===== src/rtl/semaforo_pkg.sv =====
// Shared types and helpers for the multi-approach traffic-light controller.
package semaforo_pkg;

    typedef enum logic [2:0] {
        TODO_ROJO,
        VERDE,
        AMARILLO,
        BLANCO,
        NOCHE
    } estado_t;

    // Lamp set for a single vehicle approach.
    typedef struct packed {
        logic rojo;
        logic amarillo;
        logic verde;
    } lampara_t;

    // Timer width: enough bits to hold the longest state duration.
    function automatic int ancho_timer(input int t0, input int t1, input int t2, input int t3);
        int m;
        m = t0;
        if (t1 > m) m = t1;
        if (t2 > m) m = t2;
        if (t3 > m) m = t3;
        return $clog2(m + 1);
    endfunction

    // Lamp encoding of one approach given the state, whether it is the
    // approach being served, and the night flash phase.
    function automatic lampara_t lampara(input estado_t e, input logic activa, input logic fase);
        lampara_t l;
        l = '{rojo: 1'b1, amarillo: 1'b0, verde: 1'b0};
        case (e)
            VERDE:    if (activa) l = '{rojo: 1'b0, amarillo: 1'b0, verde: 1'b1};
            AMARILLO: if (activa) l = '{rojo: 1'b0, amarillo: 1'b1, verde: 1'b0};
            NOCHE:    l = '{rojo: 1'b0, amarillo: fase, verde: 1'b0};
            default:  ;
        endcase
        return l;
    endfunction

endpackage


===== src/rtl/semaforo_multi_antirrebote.sv =====
// Push-button conditioner: 2-FF synchroniser, stable-high counter and a
// single-cycle press pulse. The button must drop before another press counts.
module antirrebote #(
    parameter int DEB_CICLOS = 3
) (
    input  logic clk,
    input  logic rst,
    input  logic entrada_i,
    output logic pulso_o
);

    localparam int CW = $clog2(DEB_CICLOS + 1);

    logic          sync1_q, sync2_q;
    logic [CW-1:0] cnt_q, cnt_d;
    logic          hecho_q, hecho_d;
    logic          pulso_q, pulso_d;

    // Synchroniser, stability counter and pulse register.
    always_ff @(posedge clk or negedge rst) begin
        if (!rst) begin
            sync1_q <= 1'b0;
            sync2_q <= 1'b0;
            cnt_q   <= '0;
            hecho_q <= 1'b0;
            pulso_q <= 1'b0;
        end else begin
            sync1_q <= entrada_i;
            sync2_q <= sync1_q;
            cnt_q   <= cnt_d;
            hecho_q <= hecho_d;
            pulso_q <= pulso_d;
        end
    end

    // Count consecutive high cycles; fire once, then wait for release.
    always_comb begin
        cnt_d   = cnt_q;
        hecho_d = hecho_q;
        pulso_d = 1'b0;
        if (!sync2_q) begin
            cnt_d   = '0;
            hecho_d = 1'b0;
        end else if (!hecho_q) begin
            if (cnt_q == CW'(DEB_CICLOS - 1)) begin
                pulso_d = 1'b1;
                hecho_d = 1'b1;
                cnt_d   = '0;
            end else begin
                cnt_d = cnt_q + CW'(1);
            end
        end
    end

    assign pulso_o = pulso_q;

endmodule


===== src/rtl/semaforo_multi.sv =====
// Round-robin traffic-light controller with pedestrian walk phase and
// flashing-amber night mode. All state timing runs on prescaled ticks.
module semaforo_multi
    import semaforo_pkg::*;
#(
    parameter int N_VIAS      = 2,
    parameter int TICK_DIV    = 4,
    parameter int T_VERDE     = 8,
    parameter int T_VERDE_MIN = 3,
    parameter int T_AMARILLO  = 2,
    parameter int T_ROJO      = 1,
    parameter int T_BLANCO    = 5,
    parameter int DEB_CICLOS  = 3
) (
    input  logic                      clk,
    input  logic                      rst,
    input  logic                      pulsador,
    input  logic                      modo_noche,
    output logic [N_VIAS-1:0]         rojo,
    output logic [N_VIAS-1:0]         amarillo,
    output logic [N_VIAS-1:0]         verde,
    output logic                      blanco,
    output logic [$clog2(N_VIAS)-1:0] via_activa
);

    localparam int VW = $clog2(N_VIAS);
    localparam int TW = ancho_timer(T_VERDE, T_AMARILLO, T_ROJO, T_BLANCO);
    localparam int PW = (TICK_DIV > 1) ? $clog2(TICK_DIV) : 1;

    logic [PW-1:0]     pre_q;
    logic              tick;
    logic              noche_s1_q, noche_s2_q;
    logic              pulso;
    estado_t           estado_q, estado_d;
    logic [TW-1:0]     timer_q, timer_d;
    logic [VW-1:0]     via_q, via_d, via_sig;
    logic              primero_q, primero_d;
    logic              fase_q, fase_d;
    logic              peticion_q, peticion_d;
    logic              verde_min_ok;
    logic [N_VIAS-1:0] rojo_q, amarillo_q, verde_q;
    logic [N_VIAS-1:0] rojo_d, amarillo_d, verde_d;
    logic              blanco_q;
    logic [VW-1:0]     via_act_q;
    lampara_t          l;

    antirrebote #(.DEB_CICLOS(DEB_CICLOS)) u_antirrebote (
        .clk      (clk),
        .rst      (rst),
        .entrada_i(pulsador),
        .pulso_o  (pulso)
    );

    // Free-running prescaler; the FSM never restarts it.
    always_ff @(posedge clk or negedge rst) begin
        if (!rst) pre_q <= '0;
        else      pre_q <= (pre_q == PW'(TICK_DIV - 1)) ? '0 : pre_q + PW'(1);
    end

    assign tick = (pre_q == PW'(TICK_DIV - 1));

    // Night-mode request synchroniser.
    always_ff @(posedge clk or negedge rst) begin
        if (!rst) begin
            noche_s1_q <= 1'b0;
            noche_s2_q <= 1'b0;
        end else begin
            noche_s1_q <= modo_noche;
            noche_s2_q <= noche_s1_q;
        end
    end

    assign via_sig      = (via_q == VW'(N_VIAS - 1)) ? '0 : via_q + VW'(1);
    // True when this tick completes at least T_VERDE_MIN green ticks.
    assign verde_min_ok = (timer_q <= TW'(T_VERDE - T_VERDE_MIN + 1));

    // FSM state, timer, approach index and request latch registers.
    always_ff @(posedge clk or negedge rst) begin
        if (!rst) begin
            estado_q   <= TODO_ROJO;
            timer_q    <= TW'(T_ROJO);
            via_q      <= '0;
            primero_q  <= 1'b1;
            fase_q     <= 1'b0;
            peticion_q <= 1'b0;
        end else begin
            estado_q   <= estado_d;
            timer_q    <= timer_d;
            via_q      <= via_d;
            primero_q  <= primero_d;
            fase_q     <= fase_d;
            peticion_q <= peticion_d;
        end
    end

    // Next state: every transition happens on a tick; timer is reloaded on entry.
    always_comb begin
        estado_d  = estado_q;
        timer_d   = timer_q;
        via_d     = via_q;
        primero_d = primero_q;
        fase_d    = fase_q;
        if (tick) begin
            case (estado_q)
                TODO_ROJO: begin
                    if (timer_q == TW'(1)) begin
                        if (noche_s2_q) begin
                            estado_d = NOCHE;
                            fase_d   = 1'b1;
                        end else if (peticion_q) begin
                            estado_d = BLANCO;
                            timer_d  = TW'(T_BLANCO);
                        end else begin
                            estado_d  = VERDE;
                            timer_d   = TW'(T_VERDE);
                            via_d     = primero_q ? '0 : via_sig;
                            primero_d = 1'b0;
                        end
                    end else begin
                        timer_d = timer_q - TW'(1);
                    end
                end
                VERDE: begin
                    if (timer_q == TW'(1) || (verde_min_ok && (peticion_q || noche_s2_q))) begin
                        estado_d = AMARILLO;
                        timer_d  = TW'(T_AMARILLO);
                    end else begin
                        timer_d = timer_q - TW'(1);
                    end
                end
                AMARILLO, BLANCO: begin
                    if (timer_q == TW'(1)) begin
                        estado_d = TODO_ROJO;
                        timer_d  = TW'(T_ROJO);
                    end else begin
                        timer_d = timer_q - TW'(1);
                    end
                end
                NOCHE: begin
                    if (!noche_s2_q) begin
                        estado_d  = TODO_ROJO;
                        timer_d   = TW'(T_ROJO);
                        primero_d = 1'b1;
                    end else begin
                        fase_d = ~fase_q;
                    end
                end
                default: begin
                    estado_d = TODO_ROJO;
                    timer_d  = TW'(T_ROJO);
                end
            endcase
        end
    end

    // Request latch: clearing on entry to the walk phase beats a same-cycle press.
    always_comb begin
        peticion_d = peticion_q;
        if (estado_d == BLANCO && estado_q != BLANCO)
            peticion_d = 1'b0;
        else if (pulso && estado_q != BLANCO && estado_q != NOCHE)
            peticion_d = 1'b1;
    end

    // Per-approach lamp decode from the current state.
    always_comb begin
        rojo_d     = '0;
        amarillo_d = '0;
        verde_d    = '0;
        l          = '0;
        for (int i = 0; i < N_VIAS; i++) begin
            l             = lampara(estado_q, via_q == VW'(i), fase_q);
            rojo_d[i]     = l.rojo;
            amarillo_d[i] = l.amarillo;
            verde_d[i]    = l.verde;
        end
    end

    // Registered lamp drivers, one cycle behind the state register.
    always_ff @(posedge clk or negedge rst) begin
        if (!rst) begin
            rojo_q     <= '1;
            amarillo_q <= '0;
            verde_q    <= '0;
            blanco_q   <= 1'b0;
            via_act_q  <= '0;
        end else begin
            rojo_q     <= rojo_d;
            amarillo_q <= amarillo_d;
            verde_q    <= verde_d;
            blanco_q   <= (estado_q == BLANCO);
            via_act_q  <= via_q;
        end
    end

    assign rojo       = rojo_q;
    assign amarillo   = amarillo_q;
    assign verde      = verde_q;
    assign blanco     = blanco_q;
    assign via_activa = via_act_q;

endmodule


===== config.mk =====
export PLATFORM = sky130hd
export DESIGN_NAME = semaforo_multi
export DESIGN_NICKNAME = d
export VERILOG_FILES = /design/src/rtl/semaforo_pkg.sv /design/src/rtl/semaforo_multi_antirrebote.sv /design/src/rtl/semaforo_multi.sv
export SDC_FILE = /design/constraint.sdc
export NUM_CORES = 1
export LEC_CHECK = 0
export ABC_AREA = 1
export CAP_MARGIN = 20
export CORE_MARGIN = 5
export CORE_UTILIZATION = 50
export DETAILED_ROUTE_END_ITERATION = 16
export GPL_TIMING_DRIVEN = 0
export PLACE_DENSITY = 0.7
export SLEW_MARGIN = 20
export SYNTH_ARGS = -nofsm -noshare
export SYNTH_HDL_FRONTEND = slang
export SYNTH_SLANG_ARGS = --single-unit

===== constraint.sdc =====
create_clock -name clk -period 2.3 [get_ports clk]
set_clock_uncertainty 0.1 [all_clocks]
set_input_delay 0.46 -clock clk [delete_from_list [all_inputs] [get_ports clk]]
set_output_delay 0.46 -clock clk [all_outputs]
set_load 0.01 [all_outputs]

---- Word level (Yosys, flattened, before mapping) ----
Cells that the tools add are included.
storage, ports and cells
  register bits after elaboration ......... 29
  output and inout port bits .............. 8
operators by class
  $add $sub $neg .......................... 4
  $lt $le $gt $ge ......................... 1
  equal/unequal tests ..................... 18
  multiplexer cells ....................... 43
  bitwise operators ....................... 3
  reduce and logical (&&, ||, !) cells .... 14
operators by type and width
  operator                                                        count
  two-way mux 3 bit                                               10
  two-way mux 4 bit                                               6
  case mux 3 bit (3 select lines)                                 2
  two-way mux 1 bit                                               16
  case mux 4 bit (4 select lines)                                 1
  != test 2 bit, second input constant                            7
  case mux 3 bit (4 select lines)                                 1
  two-way mux 2 bit                                               5
  AND reduction 5 bit                                             2
  == test 3 x 2 -> 1 bit, second input constant                   3
  != test 3 bit, second input constant                            2
  AND reduction 6 bit                                             1
  adder 2 x 1 -> 2 bit, second input constant                     2
  == test 2 bit, second input constant                            2
  == test 4 x 1 -> 1 bit, second input constant                   1
  less-or-equal comparator 4 x 3 -> 1 bit, second input constant  1
  logical AND 1 bit                                               4
  case mux 1 bit (2 select lines)                                 2
  nonzero test 2 bit                                              2
  subtractor 4 x 1 -> 4 bit, second input constant                1
  == test 3 x 1 -> 1 bit, second input constant                   1
  == test 3 bit, second input constant                            1
  logical NOT 3 bit                                               1
  != test 3 x 2 -> 1 bit, second input constant                   1
  other kinds (5)                                                 8

---- Depth between registers and ports, before layout ----
Gate-level depths: netlist (run 1).
  depth in word-level cells ............... 9
  mapped depth ............................ 13
  gate-level depth less buffers ........... 13

---- Cells and area by module ----
A second synthesis (run 1) with hierarchy kept.
second synthesis, totals
  cell total of the unflattened synthesis .. 161
  area, all modules ....................... 1,376.3 µm²
by module, submodules not included
  module          instances  cells an instance  area an instance (µm²)
  semaforo_multi  1          138                1,161.1
  antirrebote     1          23                 215.2

---- Least setup slack after synthesis (run 1) ----
Ideal clock, no wire load.
  path kind ............................... flip-flop to flip-flop
  from .................................... reg timer_q[0]
  to ...................................... reg peticion_q
  library setup time ...................... 0.113 ns
  arrival ................................. 1.389 ns
  slack ................................... 0.698 ns
  cell stages (with the launch flop) ...... 13
  path buffers ............................ 0
  period minus slack after synthesis ...... 1.602 ns
  cells stage by stage .................... dfstp_2 inv_1 ha_1 inv_1 nand3_1 nand2_1 nand3_1 nand3_1 nand2_1 nand2_2 nand3_2 nand2_1 inv_1
on the way
  cells in the longest elaborated chain, start to end .. 9
  elaborated cells on any way between the ends .. 13
  classes of those cells .................. order compare: 1; eq/ne: 2; mux: 6; reduce/logical: 4
RTL lines
  item                                                            RTL line               source
  start: declaration                                              semaforo_multi.sv:35   logic [TW-1:0] timer_q, timer_d;
  start signal: assignment                                        semaforo_multi.sv:81   timer_q <= TW'(T_ROJO);
  start signal: assignment                                        semaforo_multi.sv:88   timer_q <= timer_d;
  less-or-equal comparator 4 x 3 -> 1 bit                         semaforo_multi.sv:75   assign verde_min_ok = (timer_q <= TW'(T_VERDE - T_VERDE_MIN + 1));
  logical AND 1 bit                                               semaforo_multi.sv:124  if (timer_q == TW'(1) || (verde_min_ok && (peticion_q || noche_s2_q))) begin
  logical OR 1 bit                                                semaforo_multi.sv:124
  two-way mux 3 bit                                               semaforo_multi.sv:124
  case mux 3 bit (4 select lines) *                               semaforo_multi.sv:104  case (estado_q)
  two-way mux 3 bit *                                             semaforo_multi.sv:103  if (tick) begin
  via estado_d[0]                                                 semaforo_multi.sv:34   estado_t estado_q, estado_d;
  == test 3 x 2 -> 1 bit *                                        semaforo_multi.sv:159  if (estado_d == BLANCO && estado_q != BLANCO)
  logical AND 1 bit *                                             semaforo_multi.sv:159
  two-way mux 1 bit / nonzero test 2 bit (equally long branches)  --
  end signal: assignment                                          semaforo_multi.sv:92   peticion_q <= peticion_d;
  end: declaration                                                semaforo_multi.sv:39   logic peticion_q, peticion_d;
Mark *: on every way through the listed nets, which the timed path passes. The rest lies on a longest branch.
A chain may end at the register's enable or synchronous reset.

---- Worst setup path after layout (run 1) ----
  from .................................... reg rojo_q[0], in the netlist rojo[0]
  to ...................................... out rojo[0]
RTL lines
  item                      RTL line               source
  start: declaration        semaforo_multi.sv:41   logic [N_VIAS-1:0] rojo_q, amarillo_q, verde_q;
  start signal: assignment  semaforo_multi.sv:188  rojo_q <= rojo_d;
  end: declaration          semaforo_multi.sv:19   output logic [N_VIAS-1:0] rojo,
No word-level cell between the ends.

==> out/summary.txt, run 1 <==
Die height - 63.2 µm
Vias - 1119
Final wirelength - 2720 µm
Most common cell after layout, fill and taps aside - nand2_1
LEAKAGE - 0.789 nW
Yosys top cell area share - 44.2%
Pwr dens - 640 mW/mm²
Max-slew violations - 0
Cts hold-fix bufs - 0
CP required - 1740 ps
Initial DRC Count - 48
CTS root buffer - clkbuf_4
# rows - 19
Status - completed
Num CTS Buffers - 5
Resized cells post-CTS - 0
Filler Cells Inserted - 239
Core area - 0.00273 mm²
Final period utilization - 84.2%
Crit path launch type - flop
Combinational fraction of design power - 6.4%
Setup crit end kind - output pin
Sum of negative setup slack - 0 ps
Yosys top cell by area - dfrtp_1
Max Cap Violations - 0
Crit path kind - flop to output pin
Post-synthesis sequential area ratio - 51.6%
Post-DRT Antenna Nets - 0
Slew @ Worst Pin - 615 ps
CP Cell Sequence - clkdlybuf4s50_1
Top delay family on crit path - flip-flops
H-tree depth - 2
Crit path DAT - 1380 ps
Final setup vio count - 0
Number of global-route vias before repair - 1163
Area grow syn2layout - 16.2%
Post-route DRC - 0
Worst IR Drop VDD - 587 µV
GR peak layer - met2
Largest net degree at the start of global routing - 30
IO Port Bufs - 11
TritonRoute pass-1 iters - 4
Util after Layout - 60.2%
Met2 usage in global routing - 26.2%
Post-Syn Instances - 158
Detailed Place HPWL - 2050 µm
Crit-path max cell delay - 530 ps
Ant diodes - 0
Most frequent cells in the layout - nand2_1 (36), dfrtp_1 (25), inv_1 (16), nand3_1 (13), nor2_1 (11)
Max Clk Rate - 516 MHz
Top cells by area, synth - dfrtp_1 (44%), nand2_1 (9.5%), dfstp_2 (7.4%)
Total GRT Usage - 15.7%
First-pass GRT wire length - 5040 µm
Mean Syn Cell Area - 8.96 µm²
Initial antenna violation count - 0
Initial Util - 51.8%
Clock share of power - 41.5%
Ys Warns - 0
RSZ-0062 raised after global routing - false
Period minus WS final - 1940 ps
Share of cells above drive strength 1 - 20.3%
Via/cell ratio - 5.38
Min Hold Slack - 31.2 ps
Maximum fanout along the worst path - 1
Internal power - 0.000813 W
Clock sink total - 29
Buf/Inv on CP - 1
Routability congestion estimate - 0.853
GR Overflow Total - 0
Final Hold Viols - 0
# IOs - 12
Sw Ratio - 22.8%
Die width - 63.2 µm
Clk_lat worst skew - 330 ps
Maximum clock path buffer count - 2
Yosys cell types - 24
Critical path's slowest cell - dfstp_2
Sequential power share - 52.2%
Worst Hold Class - input pin to asynchronous set/reset pin
Worst slew margin - 59.0%
Synth Register Bits - 29
Clock slew at reported path FFs - 90 ps
Drt wl/cell - 13.1 µm
Die area - 0.00400 mm²
Mapped Nets - 166
NumNets Final - 184
Grt met1 use - 18.3%
Sw Pwr - 0.000240 W
GR Util met3 - 5.15%
CTS tree - built
Postcts setup bufs - 0
Syn Std Cell Area - 0.00142 mm²
path summary, 6_finish.rpt:
kind | startpoint | to | slack, ps | cells after the start
setup / recovery | rojo[0] | rojo[0] | 360 | 1
hold / removal | rst | via_activa | 30 | 1
setup reg to reg | timer_q[0] | peticion_q | 470 | 12
hold reg to reg | noche_s1_q | noche_s2_q | 250 | 0
max in group asynchronous | rst | estado_q[1] | 1660 | 1
min in group clk | noche_s1_q | noche_s2_q | 250 | 0
cell families (layout without fill, tap and decap cells):
group / after synthesis / count (layout) / share of synthesized area (%)
buffers and inverters: 22 / 41 / 6.01
AND/OR/NAND/NOR: 84 / 84 / 31.1
AO/OA/AOI/OAI: 17 / 17 / 6.54
flip-flops: 29 / 29 / 51.6
XOR/XNOR: 2 / 2 / 1.24
adder cells (fa/ha/maj): 4 / 4 / 3.53
Yosys cell counts, drive strengths merged:
master,instances
o21a,1
nand2,44
xnor2,2
ha,4
nand3b,2
dfstp,4
nor2,18
o22ai,2
nor3,1
nand3,15
inv,22
o211ai,1
dfrtp,25
o21ai,8
nand4,4
a21oi,5
per-stage QoR:
| step | power (W) | instance area [µm²] | instances | setup slack [ps] |
|---|---|---|---|---|
| floorplan | 0.000595 | 1420 | 158 | 698 |
| global placement | 0.000620 | 1570 | 200 | 253 |
| detailed placement | 0.000626 | 1560 | 200 | 485 |
| CTS | 0.00106 | 1650 | 208 | 346 |
| global route | 0.00110 | 1650 | 208 | 301 |
| finish | 0.00105 | 1650 | 208 | 362 |
layer usage:
metal | up-vias | share of wire, %
met4 | 0 | 2.9
li1 | 541 | -
met1 | 526 | 40
met3 | 13 | 6.1
met5 | - | 0
met2 | 39 | 51
power groups by stage:
stage	clock, W	sequential, W	combinational [W]
2_1_floorplan	0	0.000555	0.0000397
5_1_grt	0.000470	0.000553	0.0000785
3_5_place_dp	0	0.000559	0.0000670
4_1_cts	0.000446	0.000549	0.0000675
3_3_place_gp	0	0.000557	0.0000627
6_report	0.000437	0.000549	0.0000670
flip-flops by register name, summed over array words and instances, names as in the netlist, 2 cells and up:
| name | cells |
|---|---|
| timer_q | 4 |
| estado_q | 3 |
| amarillo | 2 |
| pre_q | 2 |
| rojo | 2 |
| u_antirrebote.cnt_q | 2 |
| verde | 2 |
layout make-up:
type / count / area [µm²] / share of cell area [%]
clock buffers: 7 / 55.1 / 3.35
clock inverters: 1 / 30.0 / 1.83
inverters: 22 / 85.1 / 5.17
multi-input cells: 107 / 601 / 36.5
flip-flops and latches: 29 / 731 / 44.4
well taps: 31 / 38.8 / 2.36
repair buffers: 11 / 105 / 6.39
worst register-to-register path: cells and delay by family, from the launching register on:
family	cells	cell delay (ps)
adders and majority gates	1	210
buffers and inverters	3	190
DFF	1	560
and+or+nand+nor	8	670
Power figures use the tool's default switching activity.
==> run 2, diff against run 1 <==
==> constraint.sdc (replaced) <==
create_clock -name clk -period 2 [get_ports clk]
set_clock_uncertainty 0.1 [all_clocks]
set_input_delay 0.4 -clock clk [delete_from_list [all_inputs] [get_ports clk]]
set_output_delay 0.4 -clock clk [all_outputs]
set_load 0.01 [all_outputs]
==> out/summary.txt, run 2 (synthesis gave the netlist of run 1 again) <==
Num CTS Buffers - 5 (unchanged)
Die width - 63.2 µm (unchanged)
Number of global-route vias before repair - 1169 (+0.52%)
Crit path DAT - 1380 ps (about the same)
Clock sink total - 29 (unchanged)
Period minus WS final - 1880 ps
Detailed Place HPWL - 2050 µm (unchanged)
Status - completed
CTS root buffer - clkbuf_4
Maximum clock path buffer count - 2 (unchanged)
Clock slew at reported path FFs - 90 ps (about the same)
Setup crit end kind - output pin
Worst hold start - noche_s1_q
Area grow syn2layout - 16.9%
LEAKAGE - 0.793 nW (+0.53%)
Postcts setup bufs - 0 (unchanged)
Reg2reg start - timer_q[0]
RSZ-0062 raised after global routing - false
Final wirelength - 2720 µm (-0.18%)
Slew @ Worst Pin - 618 ps (+2.81 ps)
Post-route DRC - 0 (unchanged)
Max reg flops - 4 (unchanged)
Drt wl/cell - 13.0 µm (-0.66%)
Die height - 63.2 µm (unchanged)
Pwr dens - 732 mW/mm² (+14%)
Die area - 0.00400 mm² (unchanged)
Met3 wire length - 165 µm (-0.60%)
CP Cell Sequence - clkdlybuf4s50_1
H-tree depth - 2 (unchanged)
Util after Layout - 60.5% (+0.37 points)
Met2 WL - 1370 µm (-0.58%)
Pre-CTS setup slack - 185 ps (-300 ps)
Buf/Inv on CP - 1 (unchanged)
Initial DRC Count - 48 (unchanged)
CTS tree - built
Regs by FF count - timer_q (4), estado_q (3)
Most common cell after layout, fill and taps aside - nand2_1
DR top layer - met4
Maximum fanout along the worst path - 1 (unchanged)
Routability congestion estimate - 0.853 (unchanged)
Vias - 1126 (+0.63%)
Worst IR Drop VDD - 676 µV (+15%)
Clk_lat worst skew - 330 ps (about the same)
Sum of negative setup slack - 0 ps (unchanged)
Crit path kind - flop to output pin
Worst Hold Class - flop to flop
IO Port Bufs - 11 (unchanged)
Most frequent cells in the layout - nand2_1 (36), dfrtp_1 (25), inv_1 (16), nand3_1 (13), nor2_1 (11)
Final instance area - 0.00166 mm² (+0.61%)
Share of cells above drive strength 1 - 20.2% (-0.11 points)
PnR worst setup slack - 122 ps (-240 ps)
GR Overflow Total - 0 (unchanged)
Largest net degree at the start of global routing - 30 (unchanged)
Via/cell ratio - 5.39 (+0.14%)
Worst setup startpoint - rojo[0]
Final setup vio count - 0 (unchanged)
Post-DRT Antenna Nets - 0 (unchanged)
Length of routed wiring on met1 - 1100 µm (-0.18%)
Critical path's slowest cell - dfstp_2
TritonRoute pass-1 iters - 5 (+1)
# IOs - 12 (unchanged)
Crit-path max cell delay - 530 ps (about the same)
Worst slew margin - 58.8% (-0.19 points)
Ant diodes - 0 (unchanged)
Core area - 0.00273 mm² (unchanged)
Post-placement cell area - 0.00156 mm² (unchanged)
Max Clk Rate - 533 MHz
Top delay family on crit path - flip-flops
Most flop-heavy register - timer_q
First-pass GRT wire length - 5060 µm (+0.40%)
NumNets Final - 185 (+0.54%)
# rows - 19 (unchanged)
Max Cap Violations - 0 (unchanged)
Final period utilization - 93.9%
CP required - 1500 ps (-240 ps)
Initial Util - 51.8% (unchanged)
Crit path launch type - flop
Total GRT Usage - 15.7% (+0.037 points)
Max-slew violations - 0 (unchanged)
Final Hold Viols - 0 (unchanged)
Initial antenna violation count - 0 (unchanged)
-- run 2: cell types whose count changed in the layout (fill, tap and decap cells not counted) --
cell and delta:
dlygate4sd3_1 +1
-- run 2: area by class of cell --
| class | instances | area [µm²] |
|---|---|---|
| Clock buffer | 7 | 55.1 |
| Multi-Input combinational cell | 107 | 601 |
| Inverter | 22 | 85.1 |
| Sequential cell | 29 | 731 |
| Timing Repair Buffer | 12 | 115 |
| Tap cell | 31 | 38.8 |
| Fill cell | 238 | 1080 |
| Clock inverter | 1 | 30.0 |
-- run 2: what timing repair did --
item | CTS | global route
hold endpoints to repair | 25 | 0
hold buffers | 1 | 0
resized for setup | 0 | 0
-- run 2: final timing paths --
check	to	slack, ps	depth (start not counted)
worst max-delay path	rojo[0]	120	1
worst min-delay path	noche_s2_q	250	0
worst max register to register	peticion_q	160	12
worst min register to register	noche_s2_q	250	0
max in group asynchronous	estado_q[1]	880	2
min in group asynchronous	via_activa	510	2
-- run 2: report_power, final --
group | internal (W) | leakage, nW | switching (W)
Clock | 0.000298 | 0.0455 | 0.000204
Combinational | 0.0000256 | 0.381 | 0.0000529
Sequential | 0.000612 | 0.366 | 0.0000192
Total | 0.000936 | 0.793 | 0.000276
-- run 2: layer usage --
| metal | vias to the layer above | GRT usage [%] |
|---|---|---|
| li1 | 545 | - |
| met1 | 532 | 18.3 |
| met2 | 36 | 26.3 |
| met3 | 13 | 5.15 |
| met4 | 0 | 6.75 |
| met5 | - | 0 |
-- run 2: through the flow --
step	power, W	hold WS (ps)	cells
5_1_grt	0.00127	262	209
3_5_place_dp	0.000720	236	200
2_1_floorplan	0.000684	4.41	158
6_report	0.00121	254	209
3_3_place_gp	0.000713	231	200
4_1_cts	0.00122	257	209
==> run 3, diff against run 2 <==
--- a/config.mk
+++ b/config.mk
@@ -12,6 +12,7 @@
 export DETAILED_ROUTE_END_ITERATION = 16
 export GPL_TIMING_DRIVEN = 0
 export PLACE_DENSITY = 0.7
+export SKIP_LAST_GASP = 1
 export SLEW_MARGIN = 20
 export SYNTH_ARGS = -nofsm -noshare
 export SYNTH_HDL_FRONTEND = slang
==> results of run 3 <==
The final DEF is identical to that of run 2; final timing and power are the same.
